<file path="config.mk">
export PLATFORM = sky130hd
export DESIGN_NAME = conv_seq_ctrl
export DESIGN_NICKNAME = d
export VERILOG_FILES = /design/src/rtl/conv_seq_ctrl.sv
export SDC_FILE = /design/constraint.sdc
export NUM_CORES = 1
export LEC_CHECK = 0
export CAP_MARGIN = 25
export CORE_UTILIZATION = 48
export DETAILED_ROUTE_END_ITERATION = 7
export DONT_BUFFER_PORTS = 1
export GPL_TIMING_DRIVEN = 1
export SYNTH_ARGS = -nofsm -noshare
export SYNTH_HDL_FRONTEND = slang
export SYNTH_SLANG_ARGS = --single-unit
</file>
<file path="constraint.sdc">
create_clock -name i_clk -period 2.74 [get_ports i_clk]
set_input_delay 0.274 -clock i_clk [delete_from_list [all_inputs] [get_ports i_clk]]
set_output_delay 0.274 -clock i_clk [all_outputs]
set_load 0.02 [all_outputs]
</file>
<file path="src/rtl/conv_seq_ctrl.sv">
// Sequencer for the 3x3 2-channel FP16 convolution datapath: walks output positions, tracks kernel latency.
// Optional stall counter enabled by defining CONV_SEQ_CTRL_PERF_EN.
module conv_seq_ctrl #(
  parameter int DIM_W      = 8,
  parameter int ADDR_W     = 16,
  parameter int KERNEL_LAT = 6
) (
  input  logic              i_clk,
  input  logic              i_rst,
  input  logic              i_start,
  input  logic [DIM_W-1:0]  i_cfg_h,
  input  logic [DIM_W-1:0]  i_cfg_w,
  output logic              o_busy,
  output logic              o_done,
  output logic              o_err,
  output logic              o_wgt_load,
  output logic              o_win_req,
  output logic [DIM_W-1:0]  o_win_row,
  output logic [DIM_W-1:0]  o_win_col,
  input  logic              i_win_gnt,
  output logic              o_ofmap_valid,
  output logic [ADDR_W-1:0] o_ofmap_addr,
  output logic [31:0]       o_perf_stall_cnt
);

  typedef enum logic [2:0] {
    S_IDLE,
    S_WLOAD,
    S_RUN,
    S_DRAIN,
    S_DONE
  } state_t;

  state_t r_state;
  state_t w_next;

  logic [DIM_W-1:0]      r_oh;
  logic [DIM_W-1:0]      r_ow;
  logic [DIM_W-1:0]      r_row;
  logic [DIM_W-1:0]      r_col;
  logic [KERNEL_LAT-1:0] r_vsr;
  logic [KERNEL_LAT-1:0] w_vsr_next;
  logic [ADDR_W-1:0]     r_addr;
  logic                  r_err;
  logic                  w_cfg_bad;
  logic                  w_accept;
  logic                  w_grant;
  logic                  w_col_wrap;
  logic                  w_last_win;

  assign w_cfg_bad  = (i_cfg_h < DIM_W'(3)) || (i_cfg_w < DIM_W'(3));
  assign w_accept   = (r_state == S_IDLE) && i_start && !w_cfg_bad;
  assign w_grant    = (r_state == S_RUN) && i_win_gnt;
  assign w_col_wrap = (r_col == r_ow - DIM_W'(1));
  assign w_last_win = (r_row == r_oh - DIM_W'(1)) && w_col_wrap;
  // Drain ends as soon as the last valid leaves the pipe, so done lands one cycle after it.
  assign w_vsr_next = (r_vsr << 1) | KERNEL_LAT'(w_grant);

  always_ff @(posedge i_clk) begin
    if (i_rst) r_state <= S_IDLE;
    else       r_state <= w_next;
  end

  always_comb begin
    w_next     = r_state;
    o_busy     = 1'b0;
    o_done     = 1'b0;
    o_wgt_load = 1'b0;
    o_win_req  = 1'b0;
    case (r_state)
      S_IDLE: begin
        if (w_accept) w_next = S_WLOAD;
      end
      S_WLOAD: begin
        o_busy     = 1'b1;
        o_wgt_load = 1'b1;
        w_next     = S_RUN;
      end
      S_RUN: begin
        o_busy    = 1'b1;
        o_win_req = 1'b1;
        if (i_win_gnt && w_last_win) w_next = S_DRAIN;
      end
      S_DRAIN: begin
        o_busy = 1'b1;
        if (w_vsr_next == '0) w_next = S_DONE;
      end
      S_DONE: begin
        o_done = 1'b1;
        w_next = S_IDLE;
      end
      default: w_next = S_IDLE;
    endcase
  end

  always_ff @(posedge i_clk) begin
    if (i_rst) begin
      r_oh   <= '0;
      r_ow   <= '0;
      r_row  <= '0;
      r_col  <= '0;
      r_vsr  <= '0;
      r_addr <= '0;
      r_err  <= 1'b0;
    end else begin
      r_err <= (r_state == S_IDLE) && i_start && w_cfg_bad;
      r_vsr <= w_vsr_next;
      if (w_accept) begin
        r_oh <= i_cfg_h - DIM_W'(2);
        r_ow <= i_cfg_w - DIM_W'(2);
      end
      if (r_state == S_WLOAD) begin
        r_row <= '0;
        r_col <= '0;
      end else if (w_grant) begin
        if (w_col_wrap) begin
          r_col <= '0;
          r_row <= r_row + DIM_W'(1);
        end else begin
          r_col <= r_col + DIM_W'(1);
        end
      end
      if (r_state == S_WLOAD)  r_addr <= '0;
      else if (o_ofmap_valid)  r_addr <= r_addr + ADDR_W'(1);
    end
  end

  assign o_win_row     = o_win_req ? r_row : '0;
  assign o_win_col     = o_win_req ? r_col : '0;
  assign o_ofmap_valid = r_vsr[KERNEL_LAT-1];
  assign o_ofmap_addr  = r_addr;
  assign o_err         = r_err;

`ifdef CONV_SEQ_CTRL_PERF_EN
  logic [31:0] r_stall_cnt;

  // Saturating count of request cycles the fetch unit left ungranted.
  always_ff @(posedge i_clk) begin
    if (i_rst)                                                   r_stall_cnt <= '0;
    else if (w_accept)                                           r_stall_cnt <= '0;
    else if ((r_state == S_RUN) && !i_win_gnt && (r_stall_cnt != '1)) r_stall_cnt <= r_stall_cnt + 32'd1;
  end

  assign o_perf_stall_cnt = r_stall_cnt;
`else
  assign o_perf_stall_cnt = '0;
`endif

endmodule

</file>
==> Word-level counts from Yosys, hierarchy flattened <==
Cells that the tools add are included.
W data, S select, Z words.
{ "totals": {"regBits": 58, "in_bits": 20, "out_inout_bits": 70} }
{ "classes": {"add_sub_neg": 7, "n_lt_le_gt_ge": 2, "n_eq_ne": 9, "n_mux": 11, "n_bitwise": 1, "n_reduce_logical": 14} }
{ "ops": {"columns": ["op", "count"], "rows": [
  ["$mux W8", 3],
  ["$add A16 B1 Y16 const B", 1],
  ["$add A8 B1 Y8 const B", 2],
  ["$eq A8 B8 Y1", 2],
  ["$lt A8 B2 Y1 const B", 2],
  ["$sub A8 B1 Y8 const B", 2],
  ["$sub A8 B2 Y8 const B", 2],
  ["$pmux W3 S4", 1],
  ["$mux W3", 3],
  ["$eq A3 B2 Y1 const B", 2],
  ["$logic_and A1 B1 Y1", 6],
  ["$logic_not A6 Y1", 1],
  ["$or A6 B1 Y6", 1],
  ["$mux W1", 4],
  ["$ne A2 B2 Y1 const B", 2],
  ["$eq A3 B1 Y1 const B", 1],
  ["$eq A3 B3 Y1 const B", 1],
  ["$logic_not A3 Y1", 1],
  ["$reduce_and A3 Y1", 1],
  ["$reduce_or A3 Y1", 1],
  ["$ne A2 B1 Y1 const B", 1],
  ["$reduce_and A2 Y1", 1],
  ["$reduce_or A2 Y1", 1],
  ["$logic_not A1 Y1", 1],
  ["$logic_or A1 B1 Y1", 1]
]} }

==> Depth between registers and ports, before layout <==
Gate-level depths: netlist of the first run.
{ "depth": {"ltp_word": 6, "ltp_mapped": 9} }

==> Least setup slack after synthesis of the first run <==
Ideal clock, no wire load.
{ "synth_timing": {"kind": "reg2reg", "start": "register r_ow[0]", "end": "register r_row[6]", "setup_ps": 70, "t_arrival_ps": 2171, "required_time_ps": 2670, "slack_ps": 499, "stages_incl_launch_ff": 8, "path_buffers": 1, "path_cell_list": "dfxtp_1 -> or3_4 -> or3b_1 -> a21oi_2 -> o32ai_2 -> buf_6 -> or4_1 -> a21oi_1"} }
{ "synth_between": {"elab_chain_cells": 3} }
{ "synth_lines": {"columns": ["item", "line", "rtl"], "rows": [
  ["start: declaration", "38", "logic [DIM_W-1:0] r_ow;"],
  ["start signal: assignment", "110", "r_ow <= i_cfg_w - DIM_W'(2);"],
  ["$sub A8 B1 Y8", "54", "assign w_col_wrap = (r_col == r_ow - DIM_W'(1));"],
  ["$eq A8 B8 Y1", "54", null],
  ["$reduce_and A2 Y1 (no line)", null, null],
  ["end signal: assignment", "118", "r_row <= r_row + DIM_W'(1);"],
  ["end: declaration", "39", "logic [DIM_W-1:0] r_row;"]
]} }
No other way between the ends.
A chain may end at the register's enable or synchronous reset.

==> Worst setup path after layout of the first run <==
{ "layout_timing": {"start": "register r_ow[0]", "end": "register r_row[0]"} }
Same word-level chain as after synthesis.

==> tab_implementation.tex, run 1 <==
\begin{tabular}{lr}
\hline
Metric & Value \\
\hline
\multicolumn{2}{l}{\textbf{Status}} \\
Outcome & completed \\
\multicolumn{2}{l}{\textbf{Layout}} \\
Share of layout cells above drive strength 1 & 0.06388 \\
Signed area change from the synthesized netlist to the final layout & 2.947\% \\
Fillers & 676 \\
Post-layout util & 0.5153 \\
Area of all placed cells without fillers & 3540 um\^{}2 \\
Inserted Diodes & 0 \\
Number of nets in the layout & 429 \\
Count of non-filler cells in the finished layout & 503 \\
\multicolumn{2}{l}{\textbf{Drt}} \\
Antenna violation net count after detailed routing & 0 \\
Number of violations reported at the end of detailed-routing iteration 0 & 90 \\
DR vias & 2630 \\
Number of iterations in the first detailed-routing pass & 4 \\
Vias per cell & 5.229 \\
Final WL & 6817 um \\
Post-route DRC violation count & 0 \\
Average routed wire per standard cell & 13.55 um \\
\multicolumn{2}{l}{\textbf{Run}} \\
Max Cap Viol & 0 \\
\multicolumn{2}{l}{\textbf{Clock tree}} \\
Number of buffers inserted to repair setup after CTS & 0 \\
H-tree Lvls & 3 \\
Clk root buf & sky130\_fd\_sc\_hd\_\_clkbuf\_8 \\
Sinks on the clock net & 58 \\
Worst-path clk slew & 0.07 ns \\
Clock latency at the later pin of the worst-skew pair & 0.34 ns \\
Clock tree from TritonCTS & yes \\
Maximum buffer depth of the clock tree & 2 \\
TritonCTS buffer count & 9 \\
\multicolumn{2}{l}{\textbf{GRT}} \\
Met2 usage & 0.2857 \\
GR Layer Usage met3 & 0.04381 \\
Vias in the first global route & 2360 \\
Number of antenna violations at the first check in global routing & 0 \\
Busiest metal layer after global routing & met2 \\
Maximum number of pins on one net before global-route repair & 31 \\
Global-route met1 utilization & 0.2738 \\
Grt ovf & 0 \\
Global router's overall resource usage & 0.1960 \\
Global-route wire length before repair & 11400 um \\
\multicolumn{2}{l}{\textbf{Floorplan}} \\
Number of placed I/O pins & 90 \\
Die outline area & 7506 um\^{}2 \\
Die boundary width & 86.64 um \\
Chip Height & 86.64 um \\
Core outline area & 6869 um\^{}2 \\
Initial core utilization & 0.5005 \\
Cell row count & 30 \\
\multicolumn{2}{l}{\textbf{STA}} \\
Actual transition at the worst max-transition pin & 0.9760 ns \\
Post-route clock skew & 0.007074 ns \\
Tcrit/Tclk final & 0.8600 \\
Slew Viols, Final & 0 \\
Time the final worst path needs with I/O delays and setup & 2.356 ns \\
Final-report setup violation count & 0 \\
Rel. slew slack & 0.3488 \\
Total Negative Setup Slacks & 0 ns \\
Hold Violations, Final & 0 \\
Max frequency & 424.4 MHz \\
Unrepaired setup endpoints after global routing & no \\
\multicolumn{2}{l}{\textbf{Yosys}} \\
Cell types with the highest counts after synthesis & sky130\_fd\_sc\_hd\_\_dfxtp\_1, sky130\_fd\_sc\_hd\_\_nor2\_1, sky130\_fd\_sc\_hd\_\_buf\_4, sky130\_fd\_sc\_hd\_\_xor2\_1, sky130\_fd\_sc\_hd\_\_nand2\_1 \\
Most numerous cell in the Yosys netlist & sky130\_fd\_sc\_hd\_\_dfxtp\_1 \\
Register bit total from synthesis & 58 \\
Share of synthesized area occupied by flip-flops and latches & 0.3377 \\
Fraction of synthesized cell area taken by the top area cell type & 0.3377 \\
Post-synthesis instance area & 3438 um\^{}2 \\
Most area-consuming cells after synthesis & sky130\_fd\_sc\_hd\_\_dfxtp\_1, sky130\_fd\_sc\_hd\_\_buf\_4, sky130\_fd\_sc\_hd\_\_xor2\_1 \\
Dominant synthesized flop cell & sky130\_fd\_sc\_hd\_\_dfxtp\_1 \\
Synth unique cells & 52 \\
Number of warning messages in the yosys log & 0 \\
Post-synthesis cell type with the largest combined area & sky130\_fd\_sc\_hd\_\_dfxtp\_1 \\
Synthesized instance count & 407 \\
Proportion of register bits with asynchronous set or reset after synthesis & 0 \\
Number of synthesized flops with an enable pin & 0 \\
Average footprint of a synthesized cell & 8.448 um\^{}2 \\
\multicolumn{2}{l}{\textbf{Setup path}} \\
Critical path type & flop to flop \\
CP max FO & 13 \\
Critical Path, Cell by Cell & inv\_1 -> ha\_1 -> nor2b\_1 -> o21ai\_0 -> nand3b\_1 -> a211o\_1 -> nor2\_2 -> mux2i\_1 \\
Crit end category & flop \\
Longest individual stage delay on the worst path & 0.45 ns \\
Kind of start point of the critical path & flop \\
Signal arrival time at the worst endpoint & 2.62 ns \\
Critical register-to-register path startpoint & r\_ow[0] \\
Launch point of the worst path & r\_ow[0] \\
WP buf/inv & 1 \\
Required time worst endpoint & 3.00 ns \\
Setup slack of the worst register-to-register path & 0.38 ns \\
Family of cells with the greatest summed delay on the critical path & simple AND/OR/NAND/NOR gates \\
Slowest-stage cell, CP & sky130\_fd\_sc\_hd\_\_a211o\_1 \\
\multicolumn{2}{l}{\textbf{Worst hold path}} \\
Hold Path Origin & i\_cfg\_w[1] \\
Min-delay worst type & input pin to flop \\
\multicolumn{2}{l}{\textbf{Power and ir drop}} \\
Power density of the placed cells & 565.9 nW/um\^{}2 \\
Peak supply drop & 0.0002243 V \\
Post-route total power & 2.003 mW \\
Static leakage power & 1.312 nW \\
\multicolumn{2}{l}{\textbf{Place}} \\
Number of placed instances with taps included & 486 \\
Port Buf Inserts & 0 \\
Routability-driven placement congestion ratio & 0.8255 \\
Cell Area, Placed & 3349 um\^{}2 \\
Sum of net half-perimeters after detailed placement & 5117 um \\
\hline
\end{tabular}
placed cells by master (no fill, tap or decap), types with 4 or more instances in the layout:
cell                       count
sky130_fd_sc_hd__dfxtp_1      58
sky130_fd_sc_hd__nor2_1       47
sky130_fd_sc_hd__conb_1       32
sky130_fd_sc_hd__xor2_1       30
sky130_fd_sc_hd__nand2_1      25
sky130_fd_sc_hd__xnor2_1      21
sky130_fd_sc_hd__and2_1       19
sky130_fd_sc_hd__a211oi_1     17
sky130_fd_sc_hd__nor3_1       14
sky130_fd_sc_hd__inv_1        11
sky130_fd_sc_hd__nand3_1      10
sky130_fd_sc_hd__clkbuf_8     10
sky130_fd_sc_hd__nand4_1       9
sky130_fd_sc_hd__o31ai_1       9
sky130_fd_sc_hd__a21oi_1       7
sky130_fd_sc_hd__or4_1         7
sky130_fd_sc_hd__ha_1          7
sky130_fd_sc_hd__nor2b_1       6
sky130_fd_sc_hd__mux2i_1       5
sky130_fd_sc_hd__nor4_1        5
sky130_fd_sc_hd__and3_1        4
sky130_fd_sc_hd__o21ai_0       4
sky130_fd_sc_hd__nand3b_1      4
sky130_fd_sc_hd__nor4b_1       4
timing repair:
action	CTS	global route
hold buffers	1	0
gates resized for setup	0	0
hold endpoints to repair	23	0
registers in the layout (all words and copies together) (netlist names):
| signal | cells |
|---|---|
| o_ofmap_addr | 16 |
| r_state | 3 |
| o_err | 1 |
| r_vsr | 6 |
| r_oh | 8 |
| r_col | 8 |
| r_ow | 8 |
| r_row | 8 |
per-layer routing:
layer / wire (um) / up-vias
li1: - / 1348
met1: 3404 / 1187
met2: 2995 / 85
met3: 299 / 10
met4: 118 / 0
met5: 0 / -
cell families (layout without fill, tap and decap cells):
family                   Yosys count  after routing  synth area share
AO/OA/AOI/OAI                     49             49            0.1041
buffers and inverters             62             31            0.1132
flip-flops                        58             58            0.3377
AND/OR/NAND/NOR                  174            174            0.2740
other                              1             32          0.001091
adder cells (fa/ha/maj)            7              7           0.02547
multiplexers                       5              5           0.01456
XOR/XNOR                          51             51            0.1299
power breakdown:
part	switching [mW]	total (mW)	internal, mW
sequential	0.0487	0.928	0.879
clock	0.355	0.706	0.351
combinational	0.226	0.369	0.143
total	0.630	2.00	1.37
worst paths after layout:
check / to / cells past startpoint
setup / recovery: r_row[0] / 8
hold / removal: r_ow[1] / 1
hold reg to reg: r_vsr[4] / 1
setup reg to reg: r_row[0] / 8
layout make-up:
class,count,area [um^2],share of cell area
multi-input combinational,318,2004,0.5663
sequential,58,1161,0.3280
clock buffer,10,137.6,0.03888
tap,96,120.1,0.03393
clock inverter,6,42.54,0.01202
inverter,11,41.29,0.01166
timing repair buffer,4,32.53,0.009191
per-stage QoR:
step           hold slack (ns)  setup slack (ns)
5_1_grt               0.009688            0.1737
6_report               0.02641            0.3837
2_1_floorplan           0.3696            0.4995
3_3_place_gp            0.3486            0.4249
4_1_cts               0.004522            0.3834
3_5_place_dp            0.3500            0.4121
Power figures use the tool's default switching activity.
==> run 2, diff against run 1 <==
- CORE_UTILIZATION: 48 -> 31
==> run 2 against run 1 <==
  * Sequential power hardly changed
  * Sequential share of layout area fell by 0.81 points
  * Global-route usage down 6.2 points
==> tab_implementation.tex, run 2 (synthesized netlist as in run 1, its figures left out) <==
\begin{tabular}{lr}
\hline
Metric & Value \\
\hline
\multicolumn{2}{l}{\textbf{Layout}} \\
Register cell area after layout & 1161 um\^{}2 (unchanged) \\
Signed area change from the synthesized netlist to the final layout & 5.568\% \\
Max reg flops & 16 (unchanged) \\
Commonest non-fill, non-tap cell in the layout & sky130\_fd\_sc\_hd\_\_dfxtp\_1 \\
Inserted Diodes & 0 (unchanged) \\
Post-layout util & 0.3348 (-0.1805) \\
Footprint of the multi-input gates & 2004 um\^{}2 (unchanged) \\
Number of nets in the layout & 430 (+0.23\%) \\
Share of layout cells above drive strength 1 & 0.06127 (-0.002608) \\
Fillers & 1149 (+70\%) \\
Commonest cells after routing, fill and taps aside & sky130\_fd\_sc\_hd\_\_dfxtp\_1, sky130\_fd\_sc\_hd\_\_nor2\_1, sky130\_fd\_sc\_hd\_\_conb\_1 \\
Area of all placed cells without fillers & 3630 um\^{}2 (+2.5\%) \\
\multicolumn{2}{l}{\textbf{Setup path}} \\
Crit end category & flop \\
Longest individual stage delay on the worst path & 0.51 ns (+0.06 ns) \\
Signal arrival time at the worst endpoint & 2.64 ns (+0.02 ns) \\
Slowest-stage cell, CP & sky130\_fd\_sc\_hd\_\_or4\_1 \\
CP max FO & 13 (unchanged) \\
Critical path type & flop to flop \\
Required time worst endpoint & 3.00 ns (about the same) \\
Critical Path, Cell by Cell & inv\_1 -> ha\_1 -> nand2b\_1 -> nor4\_1 -> o21ai\_0 -> a211o\_1 -> or4\_1 -> a21oi\_1 \\
Kind of start point of the critical path & flop \\
\multicolumn{2}{l}{\textbf{Clock tree}} \\
Number of gates given a new drive strength after cts & 0 (unchanged) \\
H-tree Lvls & 3 (unchanged) \\
Clk root buf & sky130\_fd\_sc\_hd\_\_clkbuf\_8 \\
Maximum buffer depth of the clock tree & 2 (unchanged) \\
Clock tree from TritonCTS & yes \\
TritonCTS buffer count & 9 (unchanged) \\
Sinks on the clock net & 58 (unchanged) \\
Worst-path clk slew & 0.07 ns (about the same) \\
Clock latency at the later pin of the worst-skew pair & 0.33 ns (about the same) \\
\multicolumn{2}{l}{\textbf{Drt}} \\
Vias per cell & 4.912 (-6.0\%) \\
Number of iterations in the first detailed-routing pass & 4 (unchanged) \\
Post-route DRC violation count & 0 (unchanged) \\
DR vias & 2692 (+2.4\%) \\
Antenna violation net count after detailed routing & 0 (unchanged) \\
Number of violations reported at the end of detailed-routing iteration 0 & 107 (+19\%) \\
Average routed wire per standard cell & 13.55 um (about the same) \\
Final WL & 7427 um (+8.9\%) \\
\multicolumn{2}{l}{\textbf{Place}} \\
Sum of net half-perimeters after detailed placement & 5484 um (+7.2\%) \\
Routability-driven placement congestion ratio & 0.8201 (-0.65\%) \\
Cell Area, Placed & 3405 um\^{}2 (+1.6\%) \\
Port Buf Inserts & 0 (unchanged) \\
Worst setup slack after placement & 0.3902 ns (-0.02190 ns) \\
\multicolumn{2}{l}{\textbf{Power and ir drop}} \\
Internal power of the cells & 1.491 mW (+8.6\%) \\
Sequential cell fraction of total power & 0.439 (-0.024) \\
Static leakage power & 1.326 nW (+1.1\%) \\
Clock network fraction of design power & 0.383 (+0.030) \\
Peak supply drop & 0.0001955 V (-13\%) \\
Net switching fraction of the power & 0.2947 (-0.01970) \\
Portion of total power attributed to combinational logic & 0.178 (-0.006) \\
Power density of the placed cells & 582.6 nW/um\^{}2 (+3.0\%) \\
Switching power of the nets & 0.6232 mW (-1.0\%) \\
\multicolumn{2}{l}{\textbf{STA}} \\
Rel. slew slack & 0.3392 (-0.009647) \\
Actual transition at the worst max-transition pin & 0.9905 ns (+0.01446 ns) \\
Post-route worst setup slack & 0.3554 ns (-0.02828 ns) \\
Time the final worst path needs with I/O delays and setup & 2.385 ns (+0.02828 ns) \\
Hold Violations, Final & 0 (unchanged) \\
Unrepaired setup endpoints after global routing & no \\
Total Negative Setup Slacks & 0 ns (unchanged) \\
Max frequency & 419.4 MHz (-1.2\%) \\
Slew Viols, Final & 0 (unchanged) \\
Tcrit/Tclk final & 0.8703 (+0.01032) \\
Final-report setup violation count & 0 (unchanged) \\
Post-route clock skew & 0.007656 ns (+0.0005823 ns) \\
\multicolumn{2}{l}{\textbf{GRT}} \\
Number of antenna violations at the first check in global routing & 0 (unchanged) \\
Maximum number of pins on one net before global-route repair & 31 (unchanged) \\
Grt ovf & 0 (unchanged) \\
Vias in the first global route & 2484 (+5.3\%) \\
Global router's overall resource usage & 0.1339 (-0.06211) \\
Global-route wire length before repair & 12000 um (+5.3\%) \\
\multicolumn{2}{l}{\textbf{Floorplan}} \\
Cell row count & 38 (+27\%) \\
Die outline area & 11520 um\^{}2 (+53\%) \\
Initial core utilization & 0.3172 (-0.1834) \\
Number of placed I/O pins & 90 (unchanged) \\
Die boundary width & 107.3 um (+24\%) \\
Core outline area & 10840 um\^{}2 (+58\%) \\
Chip Height & 107.3 um (+24\%) \\
\multicolumn{2}{l}{\textbf{Status}} \\
Outcome & completed \\
\multicolumn{2}{l}{\textbf{Worst hold path}} \\
Min-delay worst type & input pin to flop \\
\multicolumn{2}{l}{\textbf{Run}} \\
Max Cap Viol & 0 (unchanged) \\
\hline
\end{tabular}
run 2: cell types whose count changed in the layout (fill, tap and decap cells not counted):
cell                            before  now
sky130_fd_sc_hd__clkinv_4            2    0
sky130_fd_sc_hd__clkinv_2            2    1
sky130_fd_sc_hd__clkbuf_1            0    1
sky130_fd_sc_hd__bufinv_16           0    1
sky130_fd_sc_hd__clkbuf_8           10   11
sky130_fd_sc_hd__dlygate4sd3_1       1    2
run 2: power by group through the flow:
| stage | Clock, mW | Sequential (mW) | Combinational, mW |
|---|---|---|---|
| finish | 0.810 | 0.928 | 0.376 |
| global route | 0.879 | 0.937 | 0.420 |
| CTS | 0.834 | 0.928 | 0.377 |
| detailed placement | 0 | 0.947 | 0.368 |
| global placement | 0 | 0.945 | 0.359 |
| floorplan | 0 | 0.926 | 0.372 |
run 2: worst max-delay path: cells and delay by family, from the launching register on:
| family | cells | cell delay [ns] |
|---|---|---|
| flops | 1 | 0.36 |
| compound gates | 3 | 0.74 |
| fa+ha+maj | 1 | 0.23 |
| buf+inv | 1 | 0.08 |
| simple gates | 3 | 0.89 |
run 2: final timing paths:
check | from | endpoint | slack (ns) | cells past startpoint
setup / recovery | r_ow[0] | r_row[5] | 0.36 | 8
hold / removal | i_cfg_h[1] | r_oh[1] | 0.03 | 1
setup reg to reg | r_ow[0] | r_row[5] | 0.36 | 8
hold reg to reg | r_vsr[2] | r_vsr[3] | 0.47 | 1
run 2: layout make-up:
type                       instances  share of cell area
clock buffer                      12             0.04274
clock inverter                     4             0.01379
tap                              140             0.04826
sequential                        58              0.3199
inverter                          11             0.01138
multi-input combinational        318              0.5522
timing repair buffer               5             0.01172
run 2: routing by layer:
layer,track usage,part of all wire,vias to the layer above
li1,-,-,1347
met1,0.1774,0.50,1262
met2,0.2009,0.44,76
met3,0.04540,0.058,7
met4,0.04795,0.011,0
met5,0,0,-
run 2: timing repair:
action / CTS / global route
setup buffers: 0 / 0
hold buffers: 2 / 0
hold endpoints to repair: 21 / 0
run 2: per-stage QoR:
stage          power [mW]  cells  hold slack (ns)
3_3_place_gp        1.304    530           0.3507
2_1_floorplan       1.299    438           0.3696
6_report            2.115    548          0.02517
4_1_cts             2.140    548         0.008905
3_5_place_dp        1.315    530           0.3519
5_1_grt             2.235    548         0.002851
